$ cat src/rtl/putc_uart_tx.sv
// Console output stage: buffers putc characters in a small FIFO and
// serialises them as 8N1 UART frames on tx.
module putc_uart_tx #(
  parameter int CLK_HZ     = 12_000_000,
  parameter int BAUD       = 115_200,
  parameter int FIFO_DEPTH = 16
) (
  input  logic       clk,
  input  logic       rst_n,
  input  logic       putc,
  input  logic [7:0] putc_char,
  input  logic       halted,
  output logic       tx,
  output logic       full,
  output logic       empty,
  output logic       busy,
  output logic       overflow,
  output logic       drained
);

  // state   | meaning
  // S_IDLE  | line high, pop head of FIFO when one is waiting
  // S_START | start bit (low) for one bit time
  // S_DATA  | eight data bits, LSB first, one bit time each
  // S_STOP  | stop bit (high) for one bit time
  typedef enum logic [1:0] {S_IDLE, S_START, S_DATA, S_STOP} state_t;

  localparam int CPB = CLK_HZ / BAUD;
  localparam int AW  = $clog2(FIFO_DEPTH);
  localparam int CW  = AW + 1;
  localparam int BCW = $clog2(CPB);
  localparam logic [BCW-1:0] BC_LAST  = BCW'(CPB - 1);
  localparam logic [CW-1:0]  CNT_FULL = CW'(FIFO_DEPTH);

  state_t         state_q, state_d;
  logic [BCW-1:0] bc_q, bc_d;
  logic [2:0]     bn_q, bn_d;
  logic [7:0]     shift_q, shift_d;
  logic           tx_q, tx_d;
  logic [7:0]     mem_q [FIFO_DEPTH];
  logic [7:0]     mem_d [FIFO_DEPTH];
  logic [AW-1:0]  wr_ptr_q, wr_ptr_d, rd_ptr_q, rd_ptr_d;
  logic [CW-1:0]  count_q, count_d;
  logic           overflow_q, overflow_d;
  logic           push, pop, bc_last;

  assign full     = (count_q == CNT_FULL);
  assign empty    = (count_q == '0);
  assign busy     = !empty || (state_q != S_IDLE);
  assign tx       = tx_q;
  assign overflow = overflow_q;
  assign drained  = halted && !busy;

  // full is the pre-edge view, so a push in a pop cycle of a full FIFO is lost
  always_comb begin
    push       = putc && !full;
    overflow_d = overflow_q | (putc & full);
    mem_d      = mem_q;
    if (push) mem_d[wr_ptr_q] = putc_char;
    wr_ptr_d = push ? wr_ptr_q + AW'(1) : wr_ptr_q;
    rd_ptr_d = pop  ? rd_ptr_q + AW'(1) : rd_ptr_q;
    case ({push, pop})
      2'b10:   count_d = count_q + CW'(1);
      2'b01:   count_d = count_q - CW'(1);
      default: count_d = count_q;
    endcase
  end

  // tx_d follows the state being entered so tx is a clean registered output
  always_comb begin
    state_d = state_q;
    bc_d    = bc_q;
    bn_d    = bn_q;
    shift_d = shift_q;
    tx_d    = tx_q;
    pop     = 1'b0;
    bc_last = (bc_q == BC_LAST);
    case (state_q)
      S_IDLE: begin
        tx_d = 1'b1;
        if (!empty) begin
          pop     = 1'b1;
          shift_d = mem_q[rd_ptr_q];
          bc_d    = '0;
          tx_d    = 1'b0;
          state_d = S_START;
        end
      end
      S_START: begin
        if (bc_last) begin
          bc_d    = '0;
          bn_d    = '0;
          tx_d    = shift_q[0];
          state_d = S_DATA;
        end else begin
          bc_d = bc_q + BCW'(1);
        end
      end
      S_DATA: begin
        if (bc_last) begin
          bc_d    = '0;
          shift_d = shift_q >> 1;
          if (bn_q == 3'd7) begin
            tx_d    = 1'b1;
            state_d = S_STOP;
          end else begin
            bn_d = bn_q + 3'd1;
            tx_d = shift_q[1];
          end
        end else begin
          bc_d = bc_q + BCW'(1);
        end
      end
      S_STOP: begin
        if (bc_last) begin
          bc_d    = '0;
          tx_d    = 1'b1;
          state_d = S_IDLE;
        end else begin
          bc_d = bc_q + BCW'(1);
        end
      end
      default: begin
        tx_d    = 1'b1;
        state_d = S_IDLE;
      end
    endcase
  end

  always_ff @(posedge clk) begin
    if (!rst_n) begin
      state_q    <= S_IDLE;
      bc_q       <= '0;
      bn_q       <= '0;
      shift_q    <= '0;
      tx_q       <= 1'b1;
      wr_ptr_q   <= '0;
      rd_ptr_q   <= '0;
      count_q    <= '0;
      overflow_q <= 1'b0;
    end else begin
      state_q    <= state_d;
      bc_q       <= bc_d;
      bn_q       <= bn_d;
      shift_q    <= shift_d;
      tx_q       <= tx_d;
      wr_ptr_q   <= wr_ptr_d;
      rd_ptr_q   <= rd_ptr_d;
      count_q    <= count_d;
      overflow_q <= overflow_d;
    end
  end

  // Storage needs no reset: the pointers and count define what is valid
  always_ff @(posedge clk) begin
    mem_q <= mem_d;
  end

endmodule

$ cat config.mk
export PLATFORM = sky130hd
export DESIGN_NAME = putc_uart_tx
export DESIGN_NICKNAME = d
export VERILOG_FILES = /design/src/rtl/putc_uart_tx.sv
export SDC_FILE = /design/constraint.sdc
export NUM_CORES = 1
export LEC_CHECK = 0
export ABC_AREA = 0
export CORE_MARGIN = 10
export CORE_UTILIZATION = 55
export DETAILED_ROUTE_END_ITERATION = 8
export PLACE_DENSITY = 0.77
export SYNTH_ARGS = -nofsm -noshare
export SYNTH_HDL_FRONTEND = slang
export SYNTH_SLANG_ARGS = --single-unit
$ cat constraint.sdc
create_clock -name clk -period 2.9 [get_ports clk]
set_clock_uncertainty 0.2 [all_clocks]
set_input_delay 0.435 -clock clk [delete_from_list [all_inputs] [get_ports clk]]
set_output_delay 0.435 -clock clk [all_outputs]
set_load 0.1 [all_outputs]
# Yosys cells after proc, flatten, opt, wreduce, memory -nomap -nowiden
# Index checks and enable logic that the tools add are counted.
# op_classes
addsub,6
n_mul,0
div,0
n_lt_le_gt_ge,3
n_eq_ne,14
shift,0
mux,31
n_bitwise,4
n_reduce_logical,18
# op_table
cell,count
bitwise mux 128 bit,1
2-to-1 mux 8 bit,5
binary-select mux 8 bit (select 4 bit),1
demux 8 bit (select 4 bit),1
one-hot mux 8 bit (2 select lines),1
2-to-1 mux 7 bit,2
one-hot mux 7 bit (2 select lines),1
!= test 2 bit (second input constant),6
>= comparator 5 bit (second input constant),2
2-to-1 mux 2 bit,5
NOT 4 -> 5 bit,2
one-hot mux 5 bit (2 select lines),1
2-to-1 mux 3 bit,3
adder 4 x 1 -> 4 bit (second input constant),2
one-hot mux 2 bit (4 select lines),1
nonzero test 2 bit,4
adder 7 x 1 -> 7 bit (second input constant),1
equality test 7 bit (second input constant),1
2-to-1 mux 1 bit,7
equality test 2 bit (second input constant),3
one-hot mux 3 bit (2 select lines),1
AND reduction 3 bit,2
adder 5 x 1 -> 5 bit (second input constant),1
equality test 5 bit (second input constant),1
16 further kinds,21
# word_totals
ff_bits,163
latchBits,0
ramBits,0
romBits,0
in_bits,12
output_inout_bits,6
word_cells,101
memories,0

# Depth between registers and ports, before layout
# logic_depth
depth_word,6
depth_mapped,13

# Worst setup path before layout
# OpenSTA, ideal clock, no wires.
# synth_timing
kind,register to register
start,reg state_q[0]
end,reg count_q[4]
setup_ns,0.072
t_arrival_ns,2.626
setup_slack_ns,0.002
path_stages_with_launch,14
cell_sequence,dfxtp_1 inv_1 ha_1 inv_1 a21oi_1 ha_1 clkbuf_1 xor2_1 ha_1 a211o_1 nand2_1 nand3b_1 a31oi_1 mux2i_1
# synth_between
elab_chain_len,4
word_cells_on_any_way,6
# synth_lines
element,line,rtl
start: declaration,35,"state_t state_q, state_d;"
start signal: assignment,142,state_q <= state_d;
logical NOT 2 bit (*),78,case (state_q)
2-to-1 mux 1 bit (*),78,
via pop,45,"logic push, pop, bc_last;"
equality test 2 x 1 -> 1 bit / equality test 2 bit (equally long branches),62,"case ({push, pop})"
one-hot mux 5 bit (2 select lines) / nonzero test 2 bit (equally long branches),n/a,
end signal: assignment,149,count_q <= count_d;
end: declaration,43,"logic [CW-1:0] count_q, count_d;"
# The timed path passes the listed nets; every way through them passes the cells marked *.
# A chain may end at the register's enable or synchronous reset.

# Final worst setup path
# layout_timing
start,reg count_q[1]
end,out drained
# layout_between
elab_chain_len,5
# layout_lines
element,line,rtl
logical NOT 5 bit,48,assign empty = (count_q == '0);
logical NOT 1 bit,n/a,
logical OR 1 bit,49,assign busy = !empty || (state_q != S_IDLE);
logical NOT 1 bit,52,assign drained = halted && !busy;
logical AND 1 bit,52,
end: declaration,18,output logic drained
# Every way passes these cells.

==> flow_summary.yaml <==
floorplanning:
  die_w_um: 132.4
  die-height_um: 132.4
  start_util_pct: 57.09
  core_area_um2: 12160
  dieArea_um2: 17520
  io_pins: 18
  num_rows: 40
drt:
  vias: 4041
  avgRoutedWirePerCell_um: 20.26
  drc: 0
  drt_iter0_drc: 362
  firstDrtPassIters: 5
  drt-total-wl_um: 14040
  drt-vias-per-instance: 5.831
  antenna_left: 0
clock_tree:
  cts_made_buffers: 17
  ctsHtreeMaxLevel: 4
  cts_sinks: 163
  clockRootBuffer: "clkbuf_16"
  clk_pin_slew_worst_paths_ns: 0.06
  worstSkewPairLatency_ns: 0.42
  cts_tree: "built"
  clk_path_buf_depth: 2
power:
  total_power_mw: 7.293
  ir_drop_v: 0.0006312
  leakage_nw: 2.786
  power.density_nw_per_um2: 898.1
status:
  outcome: "complete, no violations"
logic_synthesis:
  synth-simple-area-share_pct: 8.650
  post_synth_mux_area_share_pct: 11.50
  synthTopCellsByArea: "edfxtp_1, dfxtp_1, mux4_2"
  synth_edf_count: 128
  syn-num-nets: 494
  synth_cell_types: 54
  synthAdderAreaFrac_pct: 3.064
  synth_top_cell_by_area: "edfxtp_1"
  synth-compound-area-share_pct: 7.713
  synth_area_um2: 6943
  yosys_warnings: 0
  netlist_instances: 465
  synthArstFlopShare_pct: 0
  synth_top_area_share_pct: 55.36
  yosysSeqAreaShare_pct: 65.45
  synth-xor-area-share_pct: 1.261
  synth_top_family_by_area: "multiplexers"
  synth.avg_cell_area_um2: 14.93
  ys.flop_type: "edfxtp_1"
  ys_seq_elements: 163
timing:
  setup_violations: 0
  finalCritPeriodShare_pct: 93.90
  fmax_mhz: 367.2
  slew_viol_final: 0
  worst_slack_ns: 0.1769
  post-route-min-period_ns: 2.723
  hold_viol: 0
  worstMarginPinSlew_ns: 0.7582
  max_slew_margin_pct: 49.30
worst_setup_path:
  cp_top_family: "simple AND/OR/NAND/NOR gates"
  end_kind: "output port"
  crit_required_ns: 2.27
  crit_chain: "nor4_4 -> nand2_1 -> nor2_4 -> and2_1 -> buf_12"
  worstSetupPathType: "reg2out"
  critPathLaunch: "count_q[1]"
  cp_slowest_cell: "dfxtp_1"
  cp.arrival_ns: 2.09
  reg2reg_from: "count_q[1]"
  cp_max_fo: 8
  path_buf_inv: 1
  critPathMaxStageDelay_ns: 0.40
  startpoint_type: "flip-flop"
hold_path:
  hp-start: "shift_q[0]"
  hp-class: "reg2reg"
run:
  cap_violations: 0
grt:
  grt_first_pass_wirelength_um: 22690
  grt.overflow.total: 0
  grt_pass1_vias: 4176
  grt_max_degree: 33
  antenna_found_initial: 0
  grt.total_usage_pct: 16.64
placed_design:
  portBuffers: 17
  place_ws_ns: -0.01715
  gp_congestion: 0.8507
  dp.final_hpwl_um: 9073
cells_and_area:
  nets: 541
  num_antenna_cells: 0
  drive_gt1_share_pct: 19.24
  areaGrowthSynthToFinish_pct: 16.96
  layout_commonest_cell: "edfxtp_1"
  mostFrequentLayoutCells: "edfxtp_1, nor2_1, buf_4, dfxtp_1, nand2_1"
-- synthesized netlist by cell type, types with 6 or more instances --
cell type / number
nor2_1: 35
a21oi_1: 18
a22o_1: 7
mux2i_1: 19
and2_1: 8
a31oi_1: 10
inv_1: 11
ha_1: 17
mux4_2: 23
clkbuf_1: 9
nand3_1: 8
xnor2_1: 6
o21ai_0: 10
dfxtp_1: 35
nor2b_1: 12
edfxtp_1: 128
nand2_1: 26
-- area by class of cell --
type	instances	area, um^2
Clock buffer	17	425.4
Clock inverter	15	196.4
Fill cell	834	4041
Inverter	11	41.29
Multi-Input combinational cell	269	2248
Sequential cell	163	4546
Tap cell	168	210.2
Timing Repair Buffer	50	452.9
-- where the power goes --
| group | internal [mW] | total [mW] | switching [mW] |
|---|---|---|---|
| clock | 1.38 | 2.34 | 0.959 |
| combinational | 0.906 | 2.15 | 1.24 |
| sequential | 2.67 | 2.81 | 0.145 |
| total | 4.95 | 7.29 | 2.34 |
-- metal layers --
metal / vias to the layer above / part of all wire [%] / track usage (%)
met2: 133 / 48 / 26.33
met4: 0 / 1.6 / 5.257
met1: 2006 / 44 / 21.44
met5: - / 0 / 0
met3: 18 / 6.2 / 5.069
li1: 1884 / - / -
-- final timing paths --
path | cells after the start | end | slack, ns
max | 5 | drained | 0.18
min | 1 | shift_q[0] | 0.28
max reg2reg | 11 | count_q[4] | 0.22
min reg2reg | 1 | shift_q[0] | 0.28
-- cells by family after synthesis --
kind of cell,after synthesis
AOI/OAI and AO/OA,78
xor gates and xnor gates,10
adders and majority gates,17
buffers and inverters,33
DFF,163
muxes,46
and+or+nand+nor,118
-- what timing repair did --
item                                    4_1_cts  5_1_grt
endpoints found under the setup margin        0        4
buffers inserted                              0        0
gates resized for setup                       0        4
hold buffers                                  0        0
-- through the flow --
step / setup TNS (ns) / hold slack [ns] / utilization (%) / cells / instance area (um^2)
2_1_floorplan: 0 / 0.2268 / - / 465 / 6943
3_3_place_gp: 0 / 0.2479 / 61.54 / 661 / 7485
3_5_place_dp: -0.01715 / 0.2556 / 61.54 / 661 / 7485
4_1_cts: 0 / 0.2714 / 66.66 / 693 / 8107
5_1_grt: -0.006396 / 0.2879 / 66.77 / 693 / 8120
6_report: 0 / 0.2764 / 66.77 / 693 / 8120
-- flip-flops by register name, indices dropped and copies added (netlist names), 2 cells and up --
signal,count
state_q,2
count_q,5
bc_q,7
rd_ptr_q,4
bn_q,3
wr_ptr_q,4
mem_q,128
shift_q,8
Note: power is estimated with default switching activity, not from simulation.
